`src/rtl/pattern_cmd_gen_if.sv`:
```
// Host command FIFO read port: byte data, active-low empty flag and active-low read strobe.
interface pattern_cmd_gen_if;
  logic [7:0] disp_cmd_in;
  logic       nef;
  logic       disp_cmd_rd;

  modport master (input disp_cmd_in, input nef, output disp_cmd_rd);
  modport slave  (output disp_cmd_in, output nef, input disp_cmd_rd);
endinterface

```
`src/rtl/pattern_cmd_gen.sv`:
```
// Command-driven test pattern generator: reads byte commands from the host FIFO and renders
// solid/grid/checker/bar patterns from the sync generator's counters with one cycle of latency.
module pattern_cmd_gen #(
  parameter int unsigned COLOR_BITS      = 4,
  parameter int unsigned COUNT_W         = 16,
  parameter int unsigned CELL_W_LOG2     = 4,
  parameter int unsigned CELL_H_LOG2     = 4,
  parameter int unsigned BAR_SHIFT       = 7,
  parameter int unsigned RD_GAP          = 2,
  parameter bit          COMMIT_ON_FRAME = 1'b1
) (
  input  logic                  clk,
  input  logic                  nrst,
  pattern_cmd_gen_if.master     fifo,
  input  logic [COUNT_W-1:0]    hcount,
  input  logic [COUNT_W-1:0]    vcount,
  input  logic                  vis,
  output logic [COLOR_BITS-1:0] red,
  output logic [COLOR_BITS-1:0] green,
  output logic [COLOR_BITS-1:0] blue,
  output logic                  cmd_err,
  output logic [1:0]            mode
);

  localparam int unsigned GAP_W = (RD_GAP > 0) ? $clog2(RD_GAP + 1) : 1;
  localparam logic [3:0][11:0] PAL_RST = {12'hFFF, 12'hF0F, 12'h0F0, 12'h00F};

  typedef enum logic [1:0] {IDLE, STROBE, LATCH} rd_state_t;

  rd_state_t        state, state_nx;
  logic [GAP_W-1:0] gap;
  logic             rd_c;

  logic [1:0]       byte_cnt;
  logic [2:0]       op_q;
  logic [7:0]       d1;

  logic [1:0]       sh_mode;
  logic [3:0]       sh_v_off, sh_h_off, lv_v_off, lv_h_off;
  logic [3:0][11:0] sh_pal, lv_pal;

  logic             commit;
  logic [1:0]       pal_idx;
  logic [11:0]      color;
  logic             unused_bits;

  // Read FSM
  always_ff @(posedge clk or negedge nrst) begin
    if (!nrst) begin
      state <= IDLE;
      gap   <= '0;
    end else begin
      state <= state_nx;
      if (state == LATCH)
        gap <= GAP_W'(RD_GAP);
      else if (gap != '0)
        gap <= gap - GAP_W'(1);
    end
  end

  always_comb begin
    state_nx = state;
    rd_c     = 1'b1;
    case (state)
      IDLE:    if (fifo.nef && gap == '0) state_nx = STROBE;
      STROBE:  begin
                 rd_c     = 1'b0;
                 state_nx = LATCH;
               end
      LATCH:   state_nx = IDLE;
      default: state_nx = IDLE;
    endcase
  end

  assign fifo.disp_cmd_rd = rd_c;

  // Command decoder; the FIFO byte is valid at the end of LATCH
  always_ff @(posedge clk or negedge nrst) begin
    if (!nrst) begin
      byte_cnt <= '0;
      op_q     <= '0;
      d1       <= '0;
      cmd_err  <= 1'b0;
      sh_mode  <= 2'd1;
      sh_v_off <= 4'd2;
      sh_h_off <= 4'd0;
      sh_pal   <= PAL_RST;
    end else begin
      cmd_err <= 1'b0;
      if (state == LATCH) begin
        case (byte_cnt)
          2'd0: begin
            case (fifo.disp_cmd_in)
              8'h00: ;
              8'h01, 8'h02, 8'h04, 8'h05, 8'h06, 8'h07: begin
                op_q     <= fifo.disp_cmd_in[2:0];
                byte_cnt <= 2'd1;
              end
              default: cmd_err <= 1'b1;
            endcase
          end
          2'd1: begin
            case (op_q)
              3'b001: begin
                sh_mode  <= fifo.disp_cmd_in[1:0];
                byte_cnt <= 2'd0;
              end
              3'b010: begin
                sh_v_off <= fifo.disp_cmd_in[7:4];
                sh_h_off <= fifo.disp_cmd_in[3:0];
                byte_cnt <= 2'd0;
              end
              default: begin
                d1       <= fifo.disp_cmd_in;
                byte_cnt <= 2'd2;
              end
            endcase
          end
          default: begin
            sh_pal[op_q[1:0]] <= {d1, fifo.disp_cmd_in[3:0]};
            byte_cnt          <= 2'd0;
          end
        endcase
      end
    end
  end

  // Without frame commit the live set simply trails the shadow set by one cycle
  assign commit = !COMMIT_ON_FRAME || (hcount == '0 && vcount == '0);

  always_ff @(posedge clk or negedge nrst) begin
    if (!nrst) begin
      mode     <= 2'd1;
      lv_v_off <= 4'd2;
      lv_h_off <= 4'd0;
      lv_pal   <= PAL_RST;
    end else if (commit) begin
      mode     <= sh_mode;
      lv_v_off <= sh_v_off;
      lv_h_off <= sh_h_off;
      lv_pal   <= sh_pal;
    end
  end

  // Pixel path
  always_comb begin
    pal_idx = 2'd0;
    case (mode)
      2'd0: pal_idx = 2'd0;
      2'd1: begin
        if (vcount[CELL_H_LOG2-1:0] == lv_v_off[CELL_H_LOG2-1:0])
          pal_idx = 2'd1;
        else if (hcount[CELL_W_LOG2-1:0] == lv_h_off[CELL_W_LOG2-1:0])
          pal_idx = 2'd2;
      end
      2'd2:    pal_idx = {1'b0, hcount[CELL_W_LOG2] ^ vcount[CELL_H_LOG2]};
      default: pal_idx = hcount[BAR_SHIFT+1:BAR_SHIFT];
    endcase
  end

  assign color = lv_pal[pal_idx];

  always_ff @(posedge clk or negedge nrst) begin
    if (!nrst) begin
      red   <= '0;
      green <= '0;
      blue  <= '0;
    end else if (!vis) begin
      red   <= '0;
      green <= '0;
      blue  <= '0;
    end else begin
      red   <= color[11 -: COLOR_BITS];
      green <= color[7 -: COLOR_BITS];
      blue  <= color[3 -: COLOR_BITS];
    end
  end

  assign unused_bits = &{1'b0, hcount, vcount, lv_v_off, lv_h_off, color};

endmodule
```
`src/flat_wrapper.sv`:
```
// flat-port wrapper written by rule: the top's interface ports become plain ports
module pattern_cmd_gen_flat 
#(
  parameter int unsigned COLOR_BITS      = 4,
  parameter int unsigned COUNT_W         = 16,
  parameter int unsigned CELL_W_LOG2     = 4,
  parameter int unsigned CELL_H_LOG2     = 4,
  parameter int unsigned BAR_SHIFT       = 7,
  parameter int unsigned RD_GAP          = 2,
  parameter bit          COMMIT_ON_FRAME = 1'b1
)
  (clk, nrst, hcount, vcount, vis, red, green, blue, cmd_err, mode, fifo_disp_cmd_in, fifo_nef, fifo_disp_cmd_rd);
  pattern_cmd_gen_if fifo_i ();
  input  logic clk;
  input  logic nrst;
  input  logic [COUNT_W-1:0] hcount;
  input  logic [COUNT_W-1:0] vcount;
  input  logic vis;
  output logic [COLOR_BITS-1:0] red;
  output logic [COLOR_BITS-1:0] green;
  output logic [COLOR_BITS-1:0] blue;
  output logic cmd_err;
  output logic [1:0] mode;
  input wire logic [$bits(fifo_i.disp_cmd_in)-1:0] fifo_disp_cmd_in;
  input wire logic [$bits(fifo_i.nef)-1:0] fifo_nef;
  output wire logic [$bits(fifo_i.disp_cmd_rd)-1:0] fifo_disp_cmd_rd;
  assign fifo_i.disp_cmd_in = fifo_disp_cmd_in;
  assign fifo_i.nef = fifo_nef;
  assign fifo_disp_cmd_rd = fifo_i.disp_cmd_rd;
  pattern_cmd_gen #(.COLOR_BITS(COLOR_BITS), .COUNT_W(COUNT_W), .CELL_W_LOG2(CELL_W_LOG2), .CELL_H_LOG2(CELL_H_LOG2), .BAR_SHIFT(BAR_SHIFT), .RD_GAP(RD_GAP), .COMMIT_ON_FRAME(COMMIT_ON_FRAME)) u_core (.clk(clk), .nrst(nrst), .fifo(fifo_i), .hcount(hcount), .vcount(vcount), .vis(vis), .red(red), .green(green), .blue(blue), .cmd_err(cmd_err), .mode(mode));
endmodule
```
`config.mk`:
```
export PLATFORM = sky130hd
export DESIGN_NAME = pattern_cmd_gen_flat
export DESIGN_NICKNAME = d
export VERILOG_FILES = /design/src/rtl/pattern_cmd_gen_if.sv /design/src/rtl/pattern_cmd_gen.sv /design/src/flat_wrapper.sv
export SDC_FILE = /design/constraint.sdc
export NUM_CORES = 1
export LEC_CHECK = 0
export ABC_AREA = 1
export ABC_CLOCK_PERIOD_IN_PS = 3000
export CELL_PAD_IN_SITES_DETAIL_PLACEMENT = 1
export CELL_PAD_IN_SITES_GLOBAL_PLACEMENT = 1
export CORE_ASPECT_RATIO = 1.5
export CORE_UTILIZATION = 48
export CTS_BUF_LIST = sky130_fd_sc_hd__clkbuf_4
export DETAILED_ROUTE_END_ITERATION = 12
export GPL_TIMING_DRIVEN = 0
export PLACE_DENSITY = 0.91
export REMOVE_ABC_BUFFERS = 1
export SLEW_MARGIN = 10
export SYNTH_ARGS = -nofsm -noshare
export SYNTH_HDL_FRONTEND = slang
export SYNTH_SLANG_ARGS = --single-unit
```
`constraint.sdc`:
```
create_clock -name clk -period 3 [get_ports clk]
set_clock_uncertainty 0.2 [all_clocks]
set_input_delay 0.3 -clock clk [delete_from_list [all_inputs] [get_ports clk]]
set_output_delay 0.3 -clock clk [all_outputs]
set_load 0.01 [all_outputs]
```
======== Word-level counts from Yosys, hierarchy flattened ========
Index checks and enable logic that the tools add are counted.
cells by class
  order comparisons ....................... 3
  bitwise gates (word level) .............. 3
  reductions and logical operators ........ 22
  equal/unequal tests ..................... 17
  add/sub/neg operators ................... 1
  muxes and demuxes ....................... 22
operators by type and width
  operator              number
  $bwmux W48            1
  $eq A8 B3 Y1 const B  4
  $logic_not A16 Y1     2
  $bmux W12 S2          1
  $demux W12 S2         1
  $mux W12              2
  $mux W2               7
  $mux W4               3
  $reduce_and A3 Y1     4
  $eq A4 B4 Y1          2
  $eq A8 B1 Y1 const B  1
  $eq A8 B2 Y1 const B  1
  $logic_not A2 Y1      4
  $logic_not A8 Y1      1
  $pmux W2 S2           2
  $reduce_or A7 Y1      1
  $eq A2 B1 Y1 const B  3
  $lt A2 B3 Y1 const B  2
  $pmux W2 S3           1
  $reduce_or A6 Y1      1
  $eq A2 B2 Y1 const B  2
  $mux W1               4
  $reduce_and A2 Y1     2
  $reduce_bool A2 Y1    2
  10 further kinds      14
storage, ports and cells
  bits of input ports ..................... 44
  bits in registers ....................... 146

======== Depth between registers and ports, before layout ========
Gate-level depths: netlist (run 1).
  depth in word-level cells ............... 7
  mapped depth ............................ 12
  mapped depth without buffers ............ 11

======== Worst setup path after synthesis (run 1) ========
OpenSTA, ideal clock, no wires.
  path type ............................... reg-to-reg
  from .................................... register u_core.lv_v_off[1]
  to ...................................... register u_core.blue[0]
  library setup time ...................... 0.117 ns
  path slack .............................. 1.225 ns
  stages on the path, launching flop included .. 13
  path buffers ............................ 1
  arrival ................................. 1.458 ns
  path through ............................ dfstp_2 -> inv_1 -> nand2_1 -> nand2_1 -> nor2_1 -> nand2_1 -> nand2_1 -> nor2_1 -> nor2_2 -> buf_2 -> nand3_1 -> nand2_1 -> nor2_1
on the way
  word-level cells in the longest chain between the ends .. 6
ends and longest elaborated chain
  what                            RTL line                RTL
  start: declaration              pattern_cmd_gen.sv:39   logic [3:0] sh_v_off, sh_h_off, lv_v_off, lv_h_off;
  start signal: assignment        pattern_cmd_gen.sv:139  lv_v_off <= sh_v_off;
  $eq A4 B4 Y1                    pattern_cmd_gen.sv:151  if (vcount[CELL_H_LOG2-1:0] == lv_v_off[CELL_H_LOG2-1:0])
  $mux W2                         pattern_cmd_gen.sv:151
  $pmux W2 S3                     pattern_cmd_gen.sv:148  case (mode)
  $bmux W12 S2                    pattern_cmd_gen.sv:161  assign color = lv_pal[pal_idx];
  $mux W12 (not written as such)  pattern_cmd_gen.sv:161
  $mux W4                         pattern_cmd_gen.sv:168  end else if (!vis) begin
  end signal: assignment          pattern_cmd_gen.sv:175  blue <= color[3 -: COLOR_BITS];
  end: declaration                pattern_cmd_gen.sv:20   output logic [COLOR_BITS-1:0] blue,
No other way between the ends. The select of a mux whose other input is x is not followed.
A chain may end at the register's enable or synchronous reset.

======== Final worst setup path (run 1) ========
  from .................................... register u_core.mode[0]
  to ...................................... register u_core.blue[1]
on the way
  word-level cells in the longest chain between the ends .. 5
ends and longest elaborated chain
  what                                        RTL line                RTL
  start: declaration                          pattern_cmd_gen.sv:22   output logic [1:0] mode
  start signal: assignment                    pattern_cmd_gen.sv:138  mode <= sh_mode;
  $eq A2 B2 Y1, or another cell as far along  pattern_cmd_gen.sv:148
  $pmux W2 S3 *                               pattern_cmd_gen.sv:148
  $bmux W12 S2 *                              pattern_cmd_gen.sv:161
  $mux W12 (not written as such) *            pattern_cmd_gen.sv:161
  $mux W4 *                                   pattern_cmd_gen.sv:168
Mark *: on every way between the ends. The rest lies on a longest branch, timed or not. The select of a mux whose other input is x is not followed.

==> reports/results.tsv, run 1 <==
metric	value	unit
status	completed	
p_total	0.004196	W
route.detailed.drc	0	
fin_nets	817	
syn-cell-area	6242	um2
worst_pin_slew	1085	ps
clkSinkCount	146	
layout-drive-gt1-share	14.27	%
rows	50	
slew_viol_final	0	
grt_overflow	0	
leakage	3.528	nW
clk_path_buf_depth	2	
drt-initial-drc-count	286	
setup_viol	0	
finalSetupTns	0	ps
critPathMaxFanout	36	
worstSkewPairLatency	560	ps
initial_core_util	49.64	%
crit_required	3270	ps
hold_violations	0	
numCtsBuffers	17	
ys_seq_area_share	59.73	%
wl_per_cell	19.32	um
grt_pass1_wl	29.84	mm
synthCells	718	
post-route-period-util	94.16	%
vias	5336	
grt_antenna_before_repair	1	
synth_area_leaders	dfrtp_1 (34%), dfstp_2 (25%), nand2_1 (12%), o21ai_0 (7.8%), nor2_1 (4.6%)	
synth-seq-cells	146	
routed_wl	18.20	mm
worst_path_largest_cell_delay	810	ps
firstDrtPassIters	6	
yosysTopAreaCellShare	34.48	%
worstPathArrival	3100	ps
multi_input_area	2128	um2
io_buffers	59	
cp_cell_sequence	inv_1 > a21oi_2 > nand2_4 > o21ai_0 > nor2_1 > nor2_1	
slew_headroom	27.69	%
grt_pass1_vias	5920	
ant_nets	0	
synth_edf_count	0	
ir_worst_vdd	0.4450	mV
grt_max_degree	84	
ys_types	29	
h-tree-depth	4	
synthArstFlopShare	100.0	%
rsz0062_at_grt	no	
core	12570	um2
cp_slowest_cell	a21oi_2	
die_w	95.11	um
io_pins	60	
root_buffer	clkbuf_4	
cts_tree	yes	
cp_common_cell	nor2_1	
area_growth	17.34	%
final.min_clock_period	2825	ps
yosys_warnings	0	
endpoint_kind	flop	
worstSetupStartpointType	flop	
die_h	141.7	um
synth_ff_type	dfrtp_1	
critPathKind	flop to flop	
p_per_area	572.8	nW/um2
fillers	1489	
viasPerCell	5.665	
fmax	0.3540	GHz
register_area	3729	um2
cts.reportedPaths.clkPinSlew	130	ps
avgSynthCellArea	8.694	um2
grt_use_total	29.88	%
hpwl	11.54	mm
dieArea	13470	um2
finalWeightedCongestion	0.7870	
hold_path_class	input pin to flop	
synth.largest_area_cell	dfrtp_1	
cap_violations	0	
-- critical path: cells and delay by family (launching register included) --
kind,cells,cell delay [ps]
flip-flops,1,580
buffers and inverters,1,70
AO/OA/AOI/OAI,2,1170
AND/OR/NAND/NOR,3,710
-- cells by family after synthesis --
| group | after synthesis | synth area share [%] |
|---|---|---|
| simple gates | 330 | 21.47 |
| flops | 146 | 59.73 |
| xor+xnor | 1 | 0.1403 |
| fa+ha+maj | 1 | 0.2004 |
| buf+inv | 93 | 6.554 |
| compound gates | 147 | 11.91 |
-- cell usage in the layout, fill, tap and decap left out --
cell type and n:
inv_1 55, clkinvlp_4 3, o21ai_1 11, nor3_2 1, nor4_1 6, buf_16 3, dfstp_2 60, dlygate4sd3_1 1
o21ai_0 97, nand2_4 1, nand4_1 4, nand3_1 27, nor3_4 1, buf_6 4, a21oi_2 1, clkdlybuf4s50_1 58
clkbuf_4 18, diode_2 1, nand2_2 1, dfrtp_1 86, a311oi_1 1, xor2_1 1, inv_6 1, a21oi_1 37
buf_8 4, nand3b_1 1, nand2_1 202, ha_1 1, or3b_1 1, clkinv_2 6, bufinv_16 2, clkinv_4 2
clkinv_1 3, nor2_2 2, nor2_4 2, nor3_1 7, nor2_1 74
-- Yosys cell counts (2+ instances only) --
master	count
a21oi_1	37
buf_2	19
buf_6	4
clkbuf_1	8
clkbuf_2	2
clkinv_1	3
dfrtp_1	86
dfstp_2	60
inv_1	55
nand2_1	203
nand3_1	27
nand4_1	4
nor2_1	76
nor3_1	7
nor3_2	2
nor4_1	6
o21ai_0	97
o21ai_1	11
-- path summary, 6_finish.rpt --
kind,start,cells after the start,end,slack (ps)
min,fifo_nef,3,u_core.state[0]$_DFFE_PN0P_,90
min reg2reg,u_core.state[0]$_DFFE_PN0P_,1,u_core.state[0]$_DFFE_PN0P_,240
max reg2reg,u_core.mode[0]$_DFFE_PN1P_,6,u_core.blue[1]$_DFF_PN0_,180
min in group asynchronous,nrst,2,u_core.lv_pal[30]$_DFFE_PN0P_,120
max,u_core.mode[0]$_DFFE_PN1P_,6,u_core.blue[1]$_DFF_PN0_,180
max in group asynchronous,nrst,3,u_core.sh_pal[27]$_DFFE_PN1P_,1570
-- state kept, by name, indices dropped and copies added, names as in the netlist, 3 cells and up --
| signal | cells |
|---|---|
| u_core.red | 4 |
| u_core.blue | 4 |
| u_core.op_q | 3 |
| u_core.lv_pal | 48 |
| u_core.lv_h_off | 4 |
| u_core.sh_pal | 48 |
| u_core.green | 4 |
| u_core.sh_v_off | 4 |
| u_core.d1 | 8 |
| u_core.sh_h_off | 4 |
| u_core.lv_v_off | 4 |
-- area by class of cell --
class | count | area share [%]
sequential | 146 | 50.91
multi-input combinational | 479 | 29.06
timing repair buffer | 70 | 10.63
inverter | 58 | 2.972
tap | 156 | 2.665
clock inverter | 14 | 1.896
clock buffer | 18 | 1.845
antenna | 1 | 0.03416
-- timing repair --
item                       in CTS  in global routing
gates resized for setup         2                  1
setup buffers                   0                  0
hold buffers                    1                  0
hold endpoints to repair       65                  0
pin swaps                       0                  0
setup endpoints to repair      12                 11
-- metal layers --
| layer | share of wire (%) | up-vias | track usage [%] |
|---|---|---|---|
| met1 | 36 | 2693 | 32.73 |
| li1 | - | 2415 | - |
| met2 | 55 | 163 | 53.68 |
| met4 | 4.5 | 0 | 15.47 |
| met5 | 0 | - | 0 |
| met3 | 3.8 | 65 | 5.413 |
-- report_power, final --
group | internal [W] | leakage (nW) | switching, W | total (W)
clock | 0.000498 | 0.148 | 0.000751 | 0.00125
combinational | 0.000222 | 1.69 | 0.000384 | 0.000606
sequential | 0.00221 | 1.69 | 0.000133 | 0.00234
-- stage by stage --
step | worst slack (ps) | util (%) | cells | instance area, um2 | hold slack (ps)
after global placement | -4038 | 54.37 | 898 | 6837 | 217.6
after floorplan | 115.9 | - | 683 | 6051 | -195.6
after CTS | 68.93 | 58.21 | 941 | 7320 | 73.77
final | 175.3 | 58.25 | 942 | 7325 | 88.58
after detailed placement | -573.2 | 55.87 | 908 | 7025 | 196.8
after global routing | 8.231 | 58.25 | 942 | 7325 | 88.70
Power figures use the tool's default switching activity.
==> inputs of run 2 (changes only) <==
Settings changed: SETUP_SLACK_MARGIN set to 0.3.
==> run 2 against run 1 <==
  * Die area stayed put
  * Final cell count increased by 0.64%
  * Hold slack worse by 16 ps
  * Largest cell class unchanged
  * Sequential share of layout area shrank 0.38 points
  * Routed wire length grew 3.9%
  * Core utilization is 0.44 points higher
  * Critical path type unchanged
  * Critical path depth increased by 5
  * Sequential cell count is the same
  * Largest power group unchanged
  * Combinational power up 1%
  * Maximum frequency grew 9.4%
  * Design area up 0.75%
==> reports/results.tsv, run 2 (synthesis results as in run 1) <==
metric	value	unit	change
status	completed		
ir_worst_vdd	0.4431	mV	-0.42%
die_w	95.11	um	unchanged
grt_antenna_before_repair	1		unchanged
rsz0062_at_grt	yes		
clk_path_buf_depth	2		unchanged
crit_required	3270	ps	about the same
rows	50		unchanged
final.min_clock_period	2582	ps	-242.8 ps
grt_overflow	0		unchanged
grt_max_degree	84		unchanged
hold_path_class	input pin to flop		
viasPerCell	5.722		+1.0%
numCtsBuffers	17		unchanged
slew_viol_final	0		unchanged
route.detailed.drc	0		unchanged
root_buffer	clkbuf_4		
post-route-util	58.69	%	+0.44 points
drt-initial-drc-count	345		+21%
firstDrtPassIters	5		-1
cap_violations	0		unchanged
grt_pass1_wl	30.31	mm	+1.6%
wl_per_cell	19.95	um	+3.3%
hpwl	11.54	mm	unchanged
largestRegisters	u_core.lv_pal: 48 flops, u_core.sh_pal: 48 flops, u_core.d1: 8 flops		
vias	5424		+1.6%
cts_tree	yes		
hp-start	fifo_nef		
timing.rr.end	u_core.blue[3]$_DFF_PN0_		
critPathKind	flop to flop		
worstSetupStartpointType	flop		
grt_pass1_vias	5996		+1.3%
p_per_area	570.9	nW/um2	-0.33%
slew_headroom	34.73	%	+7.0 points
finalSetupTns	0	ps	unchanged
final_cell_mix	nand2_1 (202), o21ai_0 (97), dfrtp_1 (86)		
hold-path-cell-count	3		unchanged
die_h	141.7	um	unchanged
leakage	3.551	nW	+0.65%
clkSinkCount	146		unchanged
r2r_slack	420	ps	+240 ps
rr_startpoint	u_core.lv_v_off[1]$_DFFE_PN1P_		
h-tree-depth	4		unchanged
io_buffers	59		unchanged
grt_use_total	30.35	%	+0.47 points
mostFrequentLayoutCell	nand2_1		
critPathMaxFanout	14		-61%
dieArea	13470	um2	unchanged
worstPathArrival	2860	ps	-240 ps
fin_nets	823		+0.73%
io_pins	60		unchanged
cts.reportedPaths.clkPinSlew	130	ps	about the same
core	12570	um2	unchanged
endpoint_kind	flop		
placedCellCount	908		unchanged
reg2reg_depth	11		+5
initial_core_util	49.64	%	unchanged
instances_no_fill	948		+0.64%
design_area	7380	um2	+0.75%
post-route-period-util	86.07	%	-8.1 points
placed_area	7025	um2	unchanged
hold_violations	0		unchanged
area_growth	18.22	%	
worst_pin_slew	976.4	ps	-108.3 ps
min_to	u_core.state[0]$_DFFE_PN0P_		
worstSkewPairLatency	580	ps	+20 ps
routed_wl	18.91	mm	+3.9%
fmax	0.3873	GHz	+9.4%
layout-drive-gt1-share	14.92	%	+0.65 points
setup_viol	0		unchanged
ant_nets	0		unchanged
finalWeightedCongestion	0.7870		unchanged
## run 2: changes by cell type in the layout (fill, tap and decap cells not counted), sizes merged
cell  before  now
nor2      78   80
buf       11   15
## run 2: worst max-delay path: stages, from the launching register on
cell     delay [ps]
dfstp_2         550
inv_1            50
nand2_1          50
nand2_1          50
nor2_1          100
nand2_1         100
nand2_2         370
nor2_1          250
nor2_4          420
nand3_1         190
nand2_1         100
nor2_1           60
## run 2: how the worst max path moves through the flow
stage | from | to | slack [ps] | cells after the start
global placement | nrst | u_core.lv_pal[11]$_DFFE_PN0P_ | -4040 | 1
global route | u_core.lv_v_off[1]$_DFFE_PN1P_ | u_core.blue[3]$_DFF_PN0_ | 260 | 11
detailed placement | vcount[2] | u_core.blue[3]$_DFF_PN0_ | -570 | 12
CTS | vcount[4] | u_core.mode[0]$_DFFE_PN1P_ | 320 | 10
floorplan | hcount[13] | u_core.lv_h_off[3]$_DFFE_PN0P_ | 120 | 4
finish | u_core.lv_v_off[1]$_DFFE_PN1P_ | u_core.blue[3]$_DFF_PN0_ | 420 | 11
## run 2: metal layers
layer,part of all wire [%],routed length [um],global-route usage [%]
met3,3.6,681,5.681
met4,4.7,881,16.59
met1,36,6827,32.61
met2,56,10520,54.66
met5,0,0,0
## run 2: area by class of cell
type | count | area (um2)
fillers | 1495 | 5195
flip-flops and latches | 146 | 3729
multi-input cells | 481 | 2153
repair buffers | 74 | 808.3
inverters | 58 | 217.7
well taps | 156 | 195.2
clock inverters | 14 | 138.9
clock buffers | 18 | 135.1
diodes | 1 | 2.502
## run 2: power breakdown
part,internal [W],switching [W]
sequential,0.00221,0.000133
clock,0.000497,0.000761
combinational,0.000223,0.000392
total,0.00293,0.00129
## run 2: timing repair
item                                    4_1_cts  5_1_grt
pin swaps                                     1        1
endpoints found under the setup margin       17       34
hold endpoints to repair                     65        0
gates resized for setup                       4        1
gates cloned                                  1        1
hold buffers                                  1        0
buffers inserted                              0        4
## run 2: stage by stage
| stage | hold slack (ps) | worst slack (ps) | total power, W |
|---|---|---|---|
| 3_3_place_gp | 217.6 | -4038 | 0.002875 |
| 3_5_place_dp | 196.8 | -573.2 | 0.002957 |
| 2_1_floorplan | -195.6 | 115.9 | 0.002652 |
| 4_1_cts | 73.77 | 318.5 | 0.004211 |
| 5_1_grt | 78.37 | 263.7 | 0.004388 |
| 6_report | 72.90 | 418.0 | 0.004213 |
